<file path="src/rtl/if_pkg.sv">
// Shared defaults and fetch-entry layout for the instruction fetch stage.
package if_pkg;

    localparam int unsigned DEF_ADDR_W  = 32;
    localparam int unsigned DEF_INSTR_W = 32;
    localparam int unsigned DEF_PC_INC  = 4;
    localparam logic [DEF_ADDR_W-1:0] DEF_RESET_PC = '0;

    typedef struct packed {
        logic [DEF_ADDR_W-1:0]  pc;
        logic [DEF_INSTR_W-1:0] instr;
    } fetch_entry_t;

endpackage

</file>
<file path="src/rtl/if_fetch_stage_q_fetch_queue.sv">
// Synchronous FIFO holding fetched {pc, instr} entries; flush beats push.
module fetch_queue #(
    parameter int unsigned DEPTH = 4,
    parameter int unsigned WIDTH = 64,
    localparam int unsigned PTR_W = $clog2(DEPTH),
    localparam int unsigned CNT_W = $clog2(DEPTH + 1)
) (
    input  logic             i_clk,
    input  logic             i_reset,
    input  logic             i_push,
    input  logic             i_pop,
    input  logic             i_flush,
    input  logic [WIDTH-1:0] i_data,
    output logic [CNT_W-1:0] o_count,
    output logic [WIDTH-1:0] o_head,
    output logic             o_valid
);

    logic [WIDTH-1:0] r_mem [DEPTH];
    logic [PTR_W-1:0] r_wr_ptr;
    logic [PTR_W-1:0] r_rd_ptr;
    logic [CNT_W-1:0] r_count;
    logic             w_push;
    logic             w_pop;

    function automatic logic [PTR_W-1:0] ptr_next(input logic [PTR_W-1:0] ptr);
        return (ptr == PTR_W'(DEPTH - 1)) ? '0 : ptr + 1'b1;
    endfunction

    assign w_push = i_push && !i_flush;
    assign w_pop  = i_pop && o_valid && !i_flush;

    always_ff @(posedge i_clk) begin
        if (i_reset || i_flush) begin
            r_wr_ptr <= '0;
            r_rd_ptr <= '0;
            r_count  <= '0;
        end else begin
            if (w_push) r_wr_ptr <= ptr_next(r_wr_ptr);
            if (w_pop)  r_rd_ptr <= ptr_next(r_rd_ptr);
            case ({w_push, w_pop})
                2'b10:   r_count <= r_count + 1'b1;
                2'b01:   r_count <= r_count - 1'b1;
                default: ;
            endcase
        end
    end

    // NOTE: storage is not reset; o_valid gates every read so stale words are never seen.
    always_ff @(posedge i_clk) begin
        if (w_push) r_mem[r_wr_ptr] <= i_data;
    end

    assign o_count = r_count;
    assign o_valid = (r_count != '0);
    assign o_head  = r_mem[r_rd_ptr];

endmodule

</file>
<file path="src/rtl/if_fetch_stage_q.sv">
// Instruction fetch stage: PC register, credit-based issue to a 1-cycle IMEM,
// redirect/kill handling, and a fetch queue feeding ID via valid/ready.
module if_fetch_stage_q
    import if_pkg::*;
#(
    parameter int unsigned       ADDR_W   = DEF_ADDR_W,
    parameter int unsigned       INSTR_W  = DEF_INSTR_W,
    parameter int unsigned       DEPTH    = 4,
    parameter logic [ADDR_W-1:0] RESET_PC = ADDR_W'(DEF_RESET_PC),
    parameter int unsigned       PC_INC   = DEF_PC_INC
) (
    input  logic               Clk,
    input  logic               Reset,
    input  logic               cPCSrc,
    input  logic [ADDR_W-1:0]  PCSumImm,
    input  logic               cPCMux,
    input  logic [ADDR_W-1:0]  ReadReg1,
    output logic               oIMemReq,
    output logic [ADDR_W-1:0]  oIMemAddr,
    input  logic [INSTR_W-1:0] iIMemData,
    input  logic               iReady,
    output logic               oValid,
    output logic [INSTR_W-1:0] oInstruction,
    output logic [ADDR_W-1:0]  oPC,
    output logic [ADDR_W-1:0]  oPCPlus4
);

    localparam int unsigned       CNT_W      = $clog2(DEPTH + 1);
    localparam logic [CNT_W:0]    CREDIT_MAX = (CNT_W + 1)'(DEPTH);
    localparam logic [ADDR_W-1:0] INC        = ADDR_W'(PC_INC);

    typedef struct packed {
        logic [ADDR_W-1:0]  pc;
        logic [INSTR_W-1:0] instr;
    } entry_t;

    logic [ADDR_W-1:0] r_pc;
    logic              r_inflight;
    logic [ADDR_W-1:0] r_inflight_pc;

    logic              w_redirect;
    logic [ADDR_W-1:0] w_target_raw;
    logic [ADDR_W-1:0] w_target;
    logic [CNT_W-1:0]  w_count;
    logic [CNT_W:0]    w_credit;
    logic              w_issue;
    logic              w_push;
    logic              w_pop;
    logic              w_q_valid;
    logic              w_out_valid;
    entry_t            w_push_entry;
    entry_t            w_head;

    assign w_redirect   = cPCMux || cPCSrc;
    assign w_target_raw = cPCMux ? ReadReg1 : PCSumImm;
    assign w_target     = {w_target_raw[ADDR_W-1:2], 2'b00};

    // Entries already queued plus the one still in flight must leave room.
    assign w_credit = {1'b0, w_count} + {{CNT_W{1'b0}}, r_inflight};
    assign w_issue  = !Reset && !w_redirect && (w_credit < CREDIT_MAX);

    assign w_push       = r_inflight && !w_redirect && !Reset;
    assign w_push_entry = '{pc: r_inflight_pc, instr: iIMemData};
    assign w_pop        = w_out_valid && iReady;

    // NOTE: reset outranks redirect, which outranks the sequential increment.
    always_ff @(posedge Clk) begin
        if (Reset) begin
            r_pc          <= RESET_PC;
            r_inflight    <= 1'b0;
            r_inflight_pc <= '0;
        end else begin
            if (w_redirect) r_pc <= w_target;
            else if (w_issue) r_pc <= r_pc + INC;
            r_inflight <= w_issue;
            if (w_issue) r_inflight_pc <= r_pc;
        end
    end

    fetch_queue #(
        .DEPTH (DEPTH),
        .WIDTH (ADDR_W + INSTR_W)
    ) u_fetch_queue (
        .i_clk   (Clk),
        .i_reset (Reset),
        .i_push  (w_push),
        .i_pop   (w_pop),
        .i_flush (w_redirect),
        .i_data  (w_push_entry),
        .o_count (w_count),
        .o_head  (w_head),
        .o_valid (w_q_valid)
    );

    assert property (@(posedge Clk) disable iff (Reset)
        !(w_push && !w_pop && (w_count == CNT_W'(DEPTH))));

    assign w_out_valid  = w_q_valid && !Reset;
    assign oValid       = w_out_valid;
    assign oIMemReq     = w_issue;
    assign oIMemAddr    = r_pc;
    assign oInstruction = w_out_valid ? w_head.instr : '0;
    assign oPC          = w_out_valid ? w_head.pc : '0;
    assign oPCPlus4     = w_out_valid ? (w_head.pc + INC) : '0;

endmodule

</file>
<file path="config.mk">
export PLATFORM = sky130hd
export DESIGN_NAME = if_fetch_stage_q
export DESIGN_NICKNAME = d
export VERILOG_FILES = /design/src/rtl/if_pkg.sv /design/src/rtl/if_fetch_stage_q_fetch_queue.sv /design/src/rtl/if_fetch_stage_q.sv
export SDC_FILE = /design/constraint.sdc
export NUM_CORES = 1
export LEC_CHECK = 0
export ABC_AREA = 0
export CAP_MARGIN = 10
export CORE_MARGIN = 3
export CORE_UTILIZATION = 30
export CTS_CLUSTER_SIZE = 30
export DETAILED_ROUTE_END_ITERATION = 7
export GPL_TIMING_DRIVEN = 0
export PLACE_DENSITY = 0.52
export SETUP_SLACK_MARGIN = 0.4
export SLEW_MARGIN = 40
export SYNTH_ARGS = -nofsm -noshare
export SYNTH_HDL_FRONTEND = slang
export SYNTH_SLANG_ARGS = --single-unit
</file>
<file path="constraint.sdc">
create_clock -name Clk -period 9.15 [get_ports Clk]
set_clock_uncertainty 0.15 [all_clocks]
set_input_delay 2.2875 -clock Clk [delete_from_list [all_inputs] [get_ports Clk]]
set_output_delay 2.2875 -clock Clk [all_outputs]
set_load 0.005 [all_outputs]
</file>
# Word-level counts from Yosys, hierarchy flattened
# Memories as Yosys holds them, arrays and structs flattened. A register that Yosys moved wholly into a read port is not among the register bits.
# Index checks and enable logic that the tools add are counted.
[totals]
mem_bits_rw = 256
elab_cells = 50
output_inout_bits = 130
romBits = 0
latchBits = 0
inputBits = 101
n_memories = 1
regBits = 72
[memory_table]
columns = ["name", "words", "width", "read_ports", "rd_ports_with_merged_regs", "write_ports", "line_no", "text"]
rows = [
  ["u_fetch_queue.r_mem", 4, 64, 1, 1, 1, "if_fetch_stage_q_fetch_queue.sv:19", "logic [WIDTH-1:0] r_mem [DEPTH];"],
]
[op_classes]
n_addsub = 7
n_mul = 0
magnitude_cmp = 1
n_bitwise = 0
n_reduce_logical = 17
n_eq_ne = 4
n_mux = 13
div_mod_pow = 0
n_shift = 0
[ops]
columns = ["operator", "n"]
rows = [
  ["2-to-1 mux 32 bit", 6],
  ["adder 32 x 3 -> 32 bit (second input constant)", 2],
  ["logical AND 1 bit", 9],
  ["2-to-1 mux 2 bit", 4],
  ["equality test 2 bit (second input constant)", 3],
  ["one-hot mux 3 bit (2 select lines)", 1],
  ["adder 2 x 1 -> 2 bit (second input constant)", 2],
  ["adder 3 x 1 -> 4 bit", 1],
  ["< comparator 4 x 3 -> 1 bit (second input constant)", 1],
  ["nonzero test 2 bit", 2],
  ["adder 3 x 1 -> 3 bit (second input constant)", 1],
  ["nonzero test 3 bit", 1],
  ["subtractor 3 x 1 -> 3 bit (second input constant)", 1],
  ["equality test 2 x 1 -> 1 bit (second input constant)", 1],
  ["logical NOT 1 bit", 2],
  ["logical OR 1 bit", 2],
  ["2-to-1 mux 1 bit", 2],
  ["OR reduction 2 bit", 1],
]

# Logic depth before layout (Yosys ltp)
# Gate-level depths: netlist of the first run.
[depth]
word_depth = 7
ltp_mapped = 10
ltp_nobuf = 9

# Modules after synthesis
# A second synthesis of the first run with hierarchy kept.
[hier_totals]
cells_unflattened = 1021
hier_area_um2 = 14206.1
[by_module_without_submodules]
columns = ["mod", "n_inst", "area_each_um2", "seq_area_each_um2", "cells_per_inst"]
rows = [
  ["fetch_queue", 1, 9790.6, 7867.5, 387],
  ["if_fetch_stage_q", 1, 4415.5, 1221.2, 634],
]

# Worst setup path before layout of the first run
# No wires, ideal clock.
[synth_path]
path_kind = "input to output"
start = "in cPCSrc"
end = "out oIMemReq"
path_stages = 5
arrival_ps = 3464
slack_ps = 3248
t_required_ps = 6713
path_buffers = 2
path_cell_list = "nor3_1 -> nand2_1 -> inv_1 -> clkbuf_1 -> clkbuf_1"
[synth_via]
elab_chain_len = 4
[synth_rtl]
columns = ["item", "line_no", "text"]
rows = [
  ["start: declaration", "if_fetch_stage_q.sv:14", "input logic cPCSrc,"],
  ["logical OR 1 bit", "if_fetch_stage_q.sv:54", "assign w_redirect = cPCMux || cPCSrc;"],
  ["logical NOT 1 bit", "if_fetch_stage_q.sv:60", "assign w_issue = !Reset && !w_redirect && (w_credit < CREDIT_MAX);"],
  ["logical AND 1 bit (2 in series)", "if_fetch_stage_q.sv:60", ""],
  ["end: declaration", "if_fetch_stage_q.sv:18", "output logic oIMemReq,"],
]
# Every way passes these cells.

# Final worst setup path of the first run
[layout_path]
start = "in Reset"
end = "out oInstruction[14]"
[layout_via]
elab_chain_len = 3
[layout_rtl]
columns = ["item", "line_no", "text"]
rows = [
  ["start: declaration", "if_fetch_stage_q.sv:13", "input logic Reset,"],
  ["logical NOT 1 bit", "if_fetch_stage_q.sv:98", "assign w_out_valid = w_q_valid && !Reset;"],
  ["logical AND 1 bit", "if_fetch_stage_q.sv:98", ""],
  ["2-to-1 mux 32 bit", "if_fetch_stage_q.sv:102", "assign oInstruction = w_out_valid ? w_head.instr : '0;"],
  ["end: declaration", "if_fetch_stage_q.sv:23", "output logic [INSTR_W-1:0] oInstruction,"],
]
# Every way passes these cells.

==> results of run 1 <==
## layout make-up
type | count | area share
buffer | 69 | 0.0206
clock buffer | 47 | 0.0536
clock inverter | 17 | 0.0149
inverter | 20 | 0.00410
multi-input combinational | 599 | 0.255
sequential | 318 | 0.483
tap | 600 | 0.0410
timing repair buffer | 227 | 0.128
## worst paths after layout
path	end	slack (ps)	cells after the start
setup reg to reg	oIMemAddr[16]	6170	8
hold / removal	r_inflight_pc[18]	350	2
setup / recovery	oInstruction[14]	1400	7
hold reg to reg	r_inflight_pc[18]	350	2
## flip-flops by register name (all words and copies together), names as in the netlist, named ones only
name                    flops
u_fetch_queue.r_mem       248
oIMemAddr                  30
r_inflight_pc              30
u_fetch_queue.o_count       3
u_fetch_queue.r_rd_ptr      2
u_fetch_queue.r_wr_ptr      2
r_inflight                  1
## metal layers
layer / part of all wire / track usage / vias to the layer above
met2: 0.46 / 0.249 / 348
met5: 0 / 0 / -
met4: 0.019 / 0.0386 / 0
met3: 0.069 / 0.0384 / 51
li1: - / - / 4423
met1: 0.45 / 0.211 / 4577
## report_power, final
| group | switching, uW | total, uW | internal, uW |
|---|---|---|---|
| logic | 68.5 | 146 | 77.7 |
| registers | 21.1 | 1580 | 1560 |
| clock network | 577 | 1510 | 934 |
## cells by family (layout without fill, tap and decap cells)
kind of cell | Yosys count | in the layout | share of synthesized area
muxes | 73 | 73 | 0.114
DFF | 318 | 318 | 0.635
other | 1 | 6 | 0.000269
AOI/OAI and AO/OA | 179 | 179 | 0.0803
and+or+nand+nor | 315 | 315 | 0.119
buffers and inverters | 89 | 380 | 0.0325
adders and majority gates | 9 | 9 | 0.00862
xor gates and xnor gates | 17 | 17 | 0.0107
## cells in the mapped netlist (11+ instances only)
cell type    n  area [um2]
a211oi_1    18         135
a21oi_1     71         355
a22oi_1     14         105
and2_1      65         407
and3_1      11        68.8
and4_1      11        96.3
clkbuf_1    46         173
dfxtp_1     70        1400
edfxtp_1   248        7450
inv_1       19        71.3
mux4_1      20         526
mux4_2      41         923
nand2_1     99         372
nand3_1     19        95.1
nand4_1     23         144
nor2_1      36         135
nor3_1      15        75.1
o21ai_0     29         145
o31ai_1     16         120
## critical path: cells and delay by family
| kind | cells | cell delay (ps) |
|---|---|---|
| buf+inv | 5 | 2300 |
| simple gates | 2 | 700 |
## through the flow
stage | setup WS, ps | cell area (um2) | util
finish | 1400 | 18300 | 0.401
global route | 1180 | 18300 | 0.401
detailed placement | 1310 | 17100 | 0.374
global placement | 1190 | 16900 | 0.370
floorplan | 3250 | 14000 | -
CTS | 1300 | 18300 | 0.401
==> metrics.md, run 1 <==
| Metric | Value |
|---|---|
| H-tree levels | `2` |
| PostCTS Resize Cnt | `0` |
| Worst path slowest cell | `clkbuf_1` |
| Final hold vios | `0` |
| Placed insts | `1833` |
| Area Growth Syn to Fin | `31.5%` |
| Cell Area, Synth | `0.0139 mm2` |
| Setup crit end kind | `output pin` |
| Number of core rows | `78` |
| Mean area per synthesized cell | `13.9 um2` |
| First-pass GRT wire length | `59.0 mm` |
| Pleak | `0.00597 uW` |
| Drt first pass iters | `5` |
| Max_slew headroom | `0.461` |
| Fin crit period | `7750 ps` |
| CP peak stage delay | `630 ps` |
| Ports | `231` |
| Overall routed net length | `39.0 mm` |
| Setup total negative slack | `0 ps` |
| Tot Pwr | `3240 uW` |
| Number of global-route vias before repair | `9551` |
| Antenna-violating nets left | `0` |
| Max Clk Rate | `0.129 GHz` |
| Unique cell type count in the Yosys netlist | `65` |
| Sink Count | `318` |
| Clock Tree Buf Depth | `3` |
| Initial antenna violation count | `0` |
| Maxcap violations | `0` |
| Area of the multi-input gates | `0.00468 mm2` |
| Hold-fix buffers, CTS | `0` |
| TritonCTS Buffers | `36` |
| Origin of the critical flop-to-flop path | `r_inflight` |
| Worst vdd ir | `0.132 mV` |
| Worst-path maximum fanout | `10` |
| Top FF cell, synth | `edfxtp_1` |
| Hold_sp | `r_inflight_pc[18]` |
| Layout cells sized above 1 | `0.113` |
| DRC viols | `0` |
| Outcome | `completed` |
| Via count | `9399` |
| Postcts setup bufs | `0` |
| Worst Setup SP | `Reset` |
| Asr flop ratio synth | `0` |
| Die area | `0.0491 mm2` |
| Initial cell density of the core | `0.305` |
| Die width | `222 um` |
| CTS tree | `yes` |
| Vias per inst | `4.95` |
| Hpwl dp | `28.2 mm` |
| Core area | `0.0457 mm2` |
| GPL Wtd Cong | `0.817` |
| Synth Warn # | `0` |
| Flops & latches, synth | `318` |
| WP data arrival | `5310 ps` |
| FF+latch area | `0.00885 mm2` |
| # port buffers | `220` |
| Pwr/cell area | `177 mW/mm2` |
| Clock Pin Slew Worst Setup and Hold Paths | `60 ps` |
| Post-Syn Instances | `1001` |
| Die Ht | `222 um` |
| Worst slew pin tran | `803 ps` |
| Worst hold-check slack | `346 ps` |
| Most frequent cells in the layout | `edfxtp_1 (248), clkdlybuf4s50_1 (220), nand2_1 (99)` |
| Final net count | `1381` |
| Largest net degree at the start of global routing | `33` |
| Non-filler instance count after layout | `1897` |
| Crit path launch type | `primary input` |
| Number of synthesized flops with an enable pin | `248` |
| Clock root buffer | `clkbuf_16` |
| Seq/Total Area, Yosys | `0.635` |
| Diode count | `0` |
| Starting DRC count in detailed routing | `776` |
| Final Max Tran Viols | `0` |
| # fillers | `4347` |
| Post-route clock period utilization | `0.847` |
| Wire length per cell | `20.6 um` |
| Kind of critical path | `in -> out` |
| WP data required | `6710 ps` |
| Tot GR Track Use | `0.155` |
| Final setup vio count | `0` |
| Worst Hold Class | `reg -> reg` |
| Cell Chain, Critical Path | `clkdlybuf4s50_1, or2_2, inv_1, clkbuf_1, clkbuf_1, and2_1, clkdlybuf4s50_1` |
| Most common cell after layout, fill and taps aside | `edfxtp_1` |
| Clock insertion delay at the later pin of the skew report | `520 ps` |
| Global route overflow | `0` |
| RSZ-0062 raised after global routing | `no` |
Power figures use the tool's default switching activity.
==> run 2: changes to the inputs <==
--- a/config.mk
+++ b/config.mk
@@ -12,7 +12,7 @@
 export CTS_CLUSTER_SIZE = 30
 export DETAILED_ROUTE_END_ITERATION = 7
 export GPL_TIMING_DRIVEN = 0
-export PLACE_DENSITY = 0.52
+export PLACE_DENSITY = 0.54
 export SETUP_SLACK_MARGIN = 0.4
 export SLEW_MARGIN = 40
 export SYNTH_ARGS = -nofsm -noshare
==> constraint.sdc (replaced) <==
create_clock -name Clk -period 6.83 [get_ports Clk]
set_clock_uncertainty 0.15 [all_clocks]
set_input_delay 1.7075 -clock Clk [delete_from_list [all_inputs] [get_ports Clk]]
set_output_delay 1.7075 -clock Clk [all_outputs]
set_load 0.005 [all_outputs]
==> run 2 against run 1 <==
Effect of this change: cell count up 0.11%; sequential power grew 34%; first-iteration DRC count up 7.7%; total power is 30% higher; sequential share of layout area grew 0.14 points; hold slack worse by 2.4 ps; worst setup slack worse by 880 ps; via count increased by 0.91%; count of clock-buffer cells in the layout increased by 3; critical path depth stayed put; global-route usage hardly changed; cell area decreased by 0.28%.
==> metrics.md, run 2 (synthesized netlist as in run 1, its figures left out) <==
| Metric | Value |
|---|---|
| Hold_sp | `r_inflight_pc[2]` |
| Flop pwr share | `0.502` |
| Sink Count | `318` |
| Fin crit period | `6310 ps` |
| Starting DRC count in detailed routing | `836` |
| Tot GR Track Use | `0.155` |
| Internal reg-to-reg setup slack | `3920 ps` |
| Clock Tree Buf Depth | `3` |
| Diode count | `0` |
| Setup total negative slack | `0 ps` |
| Wire length per cell | `20.5 um` |
| Final Core Density | `0.400` |
| Global route overflow | `0` |
| Outcome | `completed` |
| Initial cell density of the core | `0.305` |
| Hold-fix buffers, CTS | `0` |
| Die Ht | `222 um` |
| Clock Pin Slew Worst Setup and Hold Paths | `50 ps` |
| Most common cell after layout, fill and taps aside | `edfxtp_1` |
| Core area | `0.0457 mm2` |
| Postcts setup bufs | `0` |
| Kind of critical path | `in -> out` |
| Drt first pass iters | `6` |
| # fillers | `4307` |
| GPL Wtd Cong | `0.832` |
| Design Area, Final | `0.0183 mm2` |
| Die area | `0.0491 mm2` |
| Most frequent cells in the layout | `edfxtp_1 (248), clkdlybuf4s50_1 (220), nand2_1 (99)` |
| Worst-path maximum fanout | `10` |
| Max_slew headroom | `0.476` |
| Largest net degree at the start of global routing | `34` |
| Number of global-route vias before repair | `9606` |
| FF+latch area | `0.00885 mm2` |
| Final net count | `1382` |
| Internal power | `3350 uW` |
| Via count | `9485` |
| DP Area | `0.0171 mm2` |
| Clock insertion delay at the later pin of the skew report | `520 ps` |
| DRC viols | `0` |
| Worst vdd ir | `0.145 mV` |
| H-tree levels | `2` |
| Vias per inst | `4.99` |
| Hold depth | `2` |
| Worst slew pin tran | `780 ps` |
| Setup crit end kind | `output pin` |
| Final setup vio count | `0` |
| Pwr/cell area | `231 mW/mm2` |
| Ports | `231` |
| Pleak | `0.00597 uW` |
| R2R depth | `7` |
| Final hold vios | `0` |
| Final Max Tran Viols | `0` |
| Max FFs per register | `248` |
| Number of core rows | `78` |
| Origin of the critical flop-to-flop path | `r_inflight` |
| WP data arrival | `4450 ps` |
| Hold Path Sink | `r_inflight_pc[2]` |
| WP data required | `4970 ps` |
| Overall routed net length | `39.0 mm` |
| Reg with most FFs | `u_fetch_queue.r_mem` |
| First-pass GRT wire length | `59.3 mm` |
| Area Growth Syn to Fin | `31.1%` |
| Post-route clock period utilization | `0.924` |
| TritonCTS Buffers | `36` |
| Antenna-violating nets left | `0` |
| Gate power share | `0.046` |
| Crit path launch type | `primary input` |
| Clock network power share | `0.451` |
| Clock root buffer | `clkbuf_16` |
| Worst Hold Class | `reg -> reg` |
| Die width | `222 um` |
| Worst R2R End | `oIMemAddr[3]` |
| # port buffers | `220` |
| RSZ-0062 raised after global routing | `no` |
| Max Clk Rate | `0.158 GHz` |
| Area of the multi-input gates | `0.00469 mm2` |
| CTS tree | `yes` |
| Switching share of power | `0.206` |
| NetSw | `868 uW` |
| Maxcap violations | `0` |
| Non-filler instance count after layout | `1899` |
| Placed insts | `1834` |
| Initial antenna violation count | `0` |
| Hpwl dp | `27.9 mm` |
| Layout cells sized above 1 | `0.112` |
[run 2: cell types whose count changed in the layout (fill, tap and decap cells not counted)]
cell and change:
buf_12 +1, clkbuf_8 -2, clkbuf_16 +2, nor3_2 -1, clkinv_1 +3, inv_6 -1
bufinv_16 -3, clkinvlp_4 -3, clkinv_2 +3, nor3_4 +1, clkbuf_2 +3, inv_16 -1
[run 2: metrics by stage]
stage               total power [uW]  hold WS, ps  setup slack, ps
finish                          4220          344              520
global route                    4370          375              404
CTS                             4280          353              426
detailed placement              2350          345              341
global placement                2350          328             50.0
floorplan                       2220          310             2090
[run 2: worst max-delay path: stages]
cell	delay, ps
clkdlybuf4s50_1	510
or2_2	470
inv_1	210
clkbuf_2	430
clkbuf_1	390
and2_1	200
clkdlybuf4s50_1	510
[run 2: routing by layer]
metal	GRT usage	wire length, um
met1	0.209	17300
met2	0.250	17900
met3	0.0365	2890
met4	0.0452	963
met5	0	0
[run 2: final cells by class]
cell class	instances	share of cell area
timing repair buffer	228	0.129
inverter	20	0.00411
tap	600	0.0411
multi-input combinational	599	0.256
sequential	318	0.484
buffer	69	0.0209
clock buffer	50	0.0556
clock inverter	15	0.00869
[run 2: worst max path at each step]
stage               startpoint               end  cells after the start
floorplan               cPCSrc          oIMemReq                      5
global placement        cPCSrc          oIMemReq                      7
detailed placement      cPCSrc          oIMemReq                      7
CTS                      Reset  oInstruction[14]                      7
global route             Reset  oInstruction[23]                      7
finish                   Reset  oInstruction[25]                      7
[run 2: power by group through the flow]
| stage | clock network [uW] | logic, uW | registers [uW] |
|---|---|---|---|
| after global routing | 2040 | 213 | 2120 |
| after global placement | 0 | 192 | 2160 |
| final | 1900 | 196 | 2120 |
| after CTS | 1960 | 196 | 2120 |
| after detailed placement | 0 | 194 | 2160 |
| after floorplan | 0 | 74.4 | 2150 |
[run 2: what timing repair did]
item	in CTS	in global routing
hold endpoints to repair	0	0
resized for setup	1	4
endpoints found under the setup margin	1	9
==> run 3: changes to the inputs <==
--- a/config.mk
+++ b/config.mk
@@ -6,13 +6,13 @@
 export NUM_CORES = 1
 export LEC_CHECK = 0
 export ABC_AREA = 0
-export CAP_MARGIN = 10
+export CAP_MARGIN = 20
 export CORE_MARGIN = 3
-export CORE_UTILIZATION = 30
+export CORE_UTILIZATION = 45
 export CTS_CLUSTER_SIZE = 30
 export DETAILED_ROUTE_END_ITERATION = 7
 export GPL_TIMING_DRIVEN = 0
-export PLACE_DENSITY = 0.54
+export PLACE_DENSITY = 0.74
 export SETUP_SLACK_MARGIN = 0.4
 export SLEW_MARGIN = 40
 export SYNTH_ARGS = -nofsm -noshare
==> run 3 against run 2 <==
Effect of this change: critical path depth unchanged; combinational power down 2%; sequential power about the same; worst setup slack improved by 97 ps; highest routed layer unchanged; critical endpoint is now oPC[7]; first-iteration DRC count shrank 19%.
==> metrics.md, run 3 (synthesized netlist as in run 1, its figures left out) <==
| Metric | Value |
|---|---|
| Overall routed net length | `34.9 mm` |
| Tot GR Track Use | `0.206` |
| DRC viols | `0` |
| Pleak | `0.00586 uW` |
| Diode count | `0` |
| Cell Chain, Critical Path | `clkdlybuf4s50_1, or2_2, inv_1, clkbuf_2, clkbuf_1, and2_1, clkdlybuf4s50_1` |
| RSZ-0062 raised after global routing | `no` |
| Tot Pwr | `3950 uW` |
| Clock insertion delay at the later pin of the skew report | `540 ps` |
| Non-filler instance count after layout | `1679` |
| Clock Pin Slew Worst Setup and Hold Paths | `60 ps` |
| Setup crit end kind | `output pin` |
| Most frequent cells in the layout | `edfxtp_1 (248), clkdlybuf4s50_1 (220), nand2_1 (99)` |
| GPL Wtd Cong | `0.941` |
| H-tree levels | `1` |
| Starting DRC count in detailed routing | `681` |
| Placed insts | `1622` |
| Setup total negative slack | `0 ps` |
| Via count | `9579` |
| Worst Setup SP | `Reset` |
| Maxcap violations | `0` |
| Hold_sp | `r_inflight_pc[5]` |
| Ports | `231` |
| CP peak stage delay | `550 ps` |
| Outcome | `completed` |
| CTS tree | `yes` |
| Final Max Tran Viols | `0` |
| Largest net degree at the start of global routing | `36` |
| Final setup vio count | `0` |
| Die area | `0.0331 mm2` |
| Antenna-violating nets left | `0` |
| Worst-path maximum fanout | `10` |
| Vias per inst | `5.71` |
| Worst Hold Class | `reg -> reg` |
| Final Core Density | `0.591` |
| Global route overflow | `0` |
| Number of global-route vias before repair | `9485` |
| Drt first pass iters | `5` |
| Crit path launch type | `primary input` |
| Initial cell density of the core | `0.463` |
| Final net count | `1375` |
| Core area | `0.0301 mm2` |
| Layer with the highest usage | `met2` |
| Layout cells sized above 1 | `0.109` |
| Fin crit period | `6210 ps` |
| Most used cell, CP | `clkdlybuf4s50_1` |
| Hold-fix buffers, CTS | `0` |
| Number of core rows | `63` |
| Max_slew headroom | `0.459` |
| Global Route met2 Usage | `0.338` |
| Most common cell after layout, fill and taps aside | `edfxtp_1` |
| Worst slew pin tran | `805 ps` |
| Die Ht | `182 um` |
| Hpwl dp | `25.0 mm` |
| Max Clk Rate | `0.161 GHz` |
| Area Growth Syn to Fin | `27.7%` |
| Sink Count | `318` |
| # port buffers | `220` |
| Clock Tree Buf Depth | `3` |
| Worst vdd ir | `0.162 mV` |
| TritonCTS Buffers | `31` |
| Wire length per cell | `20.8 um` |
| Origin of the critical flop-to-flop path | `oIMemAddr[4]` |
| Reg with most FFs | `u_fetch_queue.r_mem` |
| Die width | `182 um` |
| Initial antenna violation count | `0` |
| Final hold vios | `0` |
| Worst path slowest cell | `clkdlybuf4s50_1` |
| Post-route clock period utilization | `0.910` |
| Max FFs per register | `248` |
| WP data required | `4970 ps` |
| Worst hold-check slack | `350 ps` |
| Routing usage on met1 | `0.289` |
| WP data arrival | `4350 ps` |
| Global routing met3 resource utilization | `0.0373` |
| Kind of critical path | `in -> out` |
| Clock root buffer | `clkbuf_16` |
| First-pass GRT wire length | `54.3 mm` |
| Pwr/cell area | `222 mW/mm2` |
-- run 3: cell count changes in the layout (fill, tap and decap cells not counted) --
cell	change
clkinv_8	-1
clkbuf_16	-5
clkinvlp_4	+2
inv_6	+3
buf_12	-2
clkbuf_8	+1
bufinv_16	-2
clkbuf_1	-5
clkinv_4	-1
-- run 3: worst max-delay path: cells and delay by family --
kind,cells,cell delay [ps]
simple gates,2,640
buf+inv,5,2000
-- run 3: per-layer routing --
metal	part of all wire	up-vias
met4	0.024	0
met5	0	-
met2	0.47	500
met3	0.087	52
met1	0.41	4608
li1	-	4419
-- run 3: what timing repair did --
item / 4_1_cts / 5_1_grt
resized for setup: 1 / 5
setup endpoints to repair: 41 / 6
setup buffers: 0 / 0
-- run 3: final timing paths --
check	to	slack, ps	cells after the start
worst min register to register	r_inflight_pc[5]	350	2
worst max-delay path	oPC[7]	620	7
worst min-delay path	r_inflight_pc[5]	350	2
worst max register to register	oIMemAddr[26]	3950	7
-- run 3: final cells by class --
type,instances,area (um2)
fillers,2332,12300
repair buffers,226,2320
flip-flops and latches,318,8850
well taps,390,488
clock inverters,16,115
plain buffers,69,382
multi-input cells,599,4690
inverters,20,75.1
clock buffers,41,886
-- run 3: through the flow --
stage,area [um2],worst slack (ps)
detailed placement,16800,216
CTS,17800,443
finish,17800,618
floorplan,14000,2090
global placement,16600,202
global route,17800,445
-- run 3: where the power goes --
part | internal (uW) | total (uW) | switching [uW] | leakage [uW]
logic | 104 | 192 | 88.2 | 0.00242
clock network | 950 | 1640 | 695 | 0.000490
registers | 2090 | 2120 | 26.4 | 0.00296
total | 3140 | 3950 | 810 | 0.00586
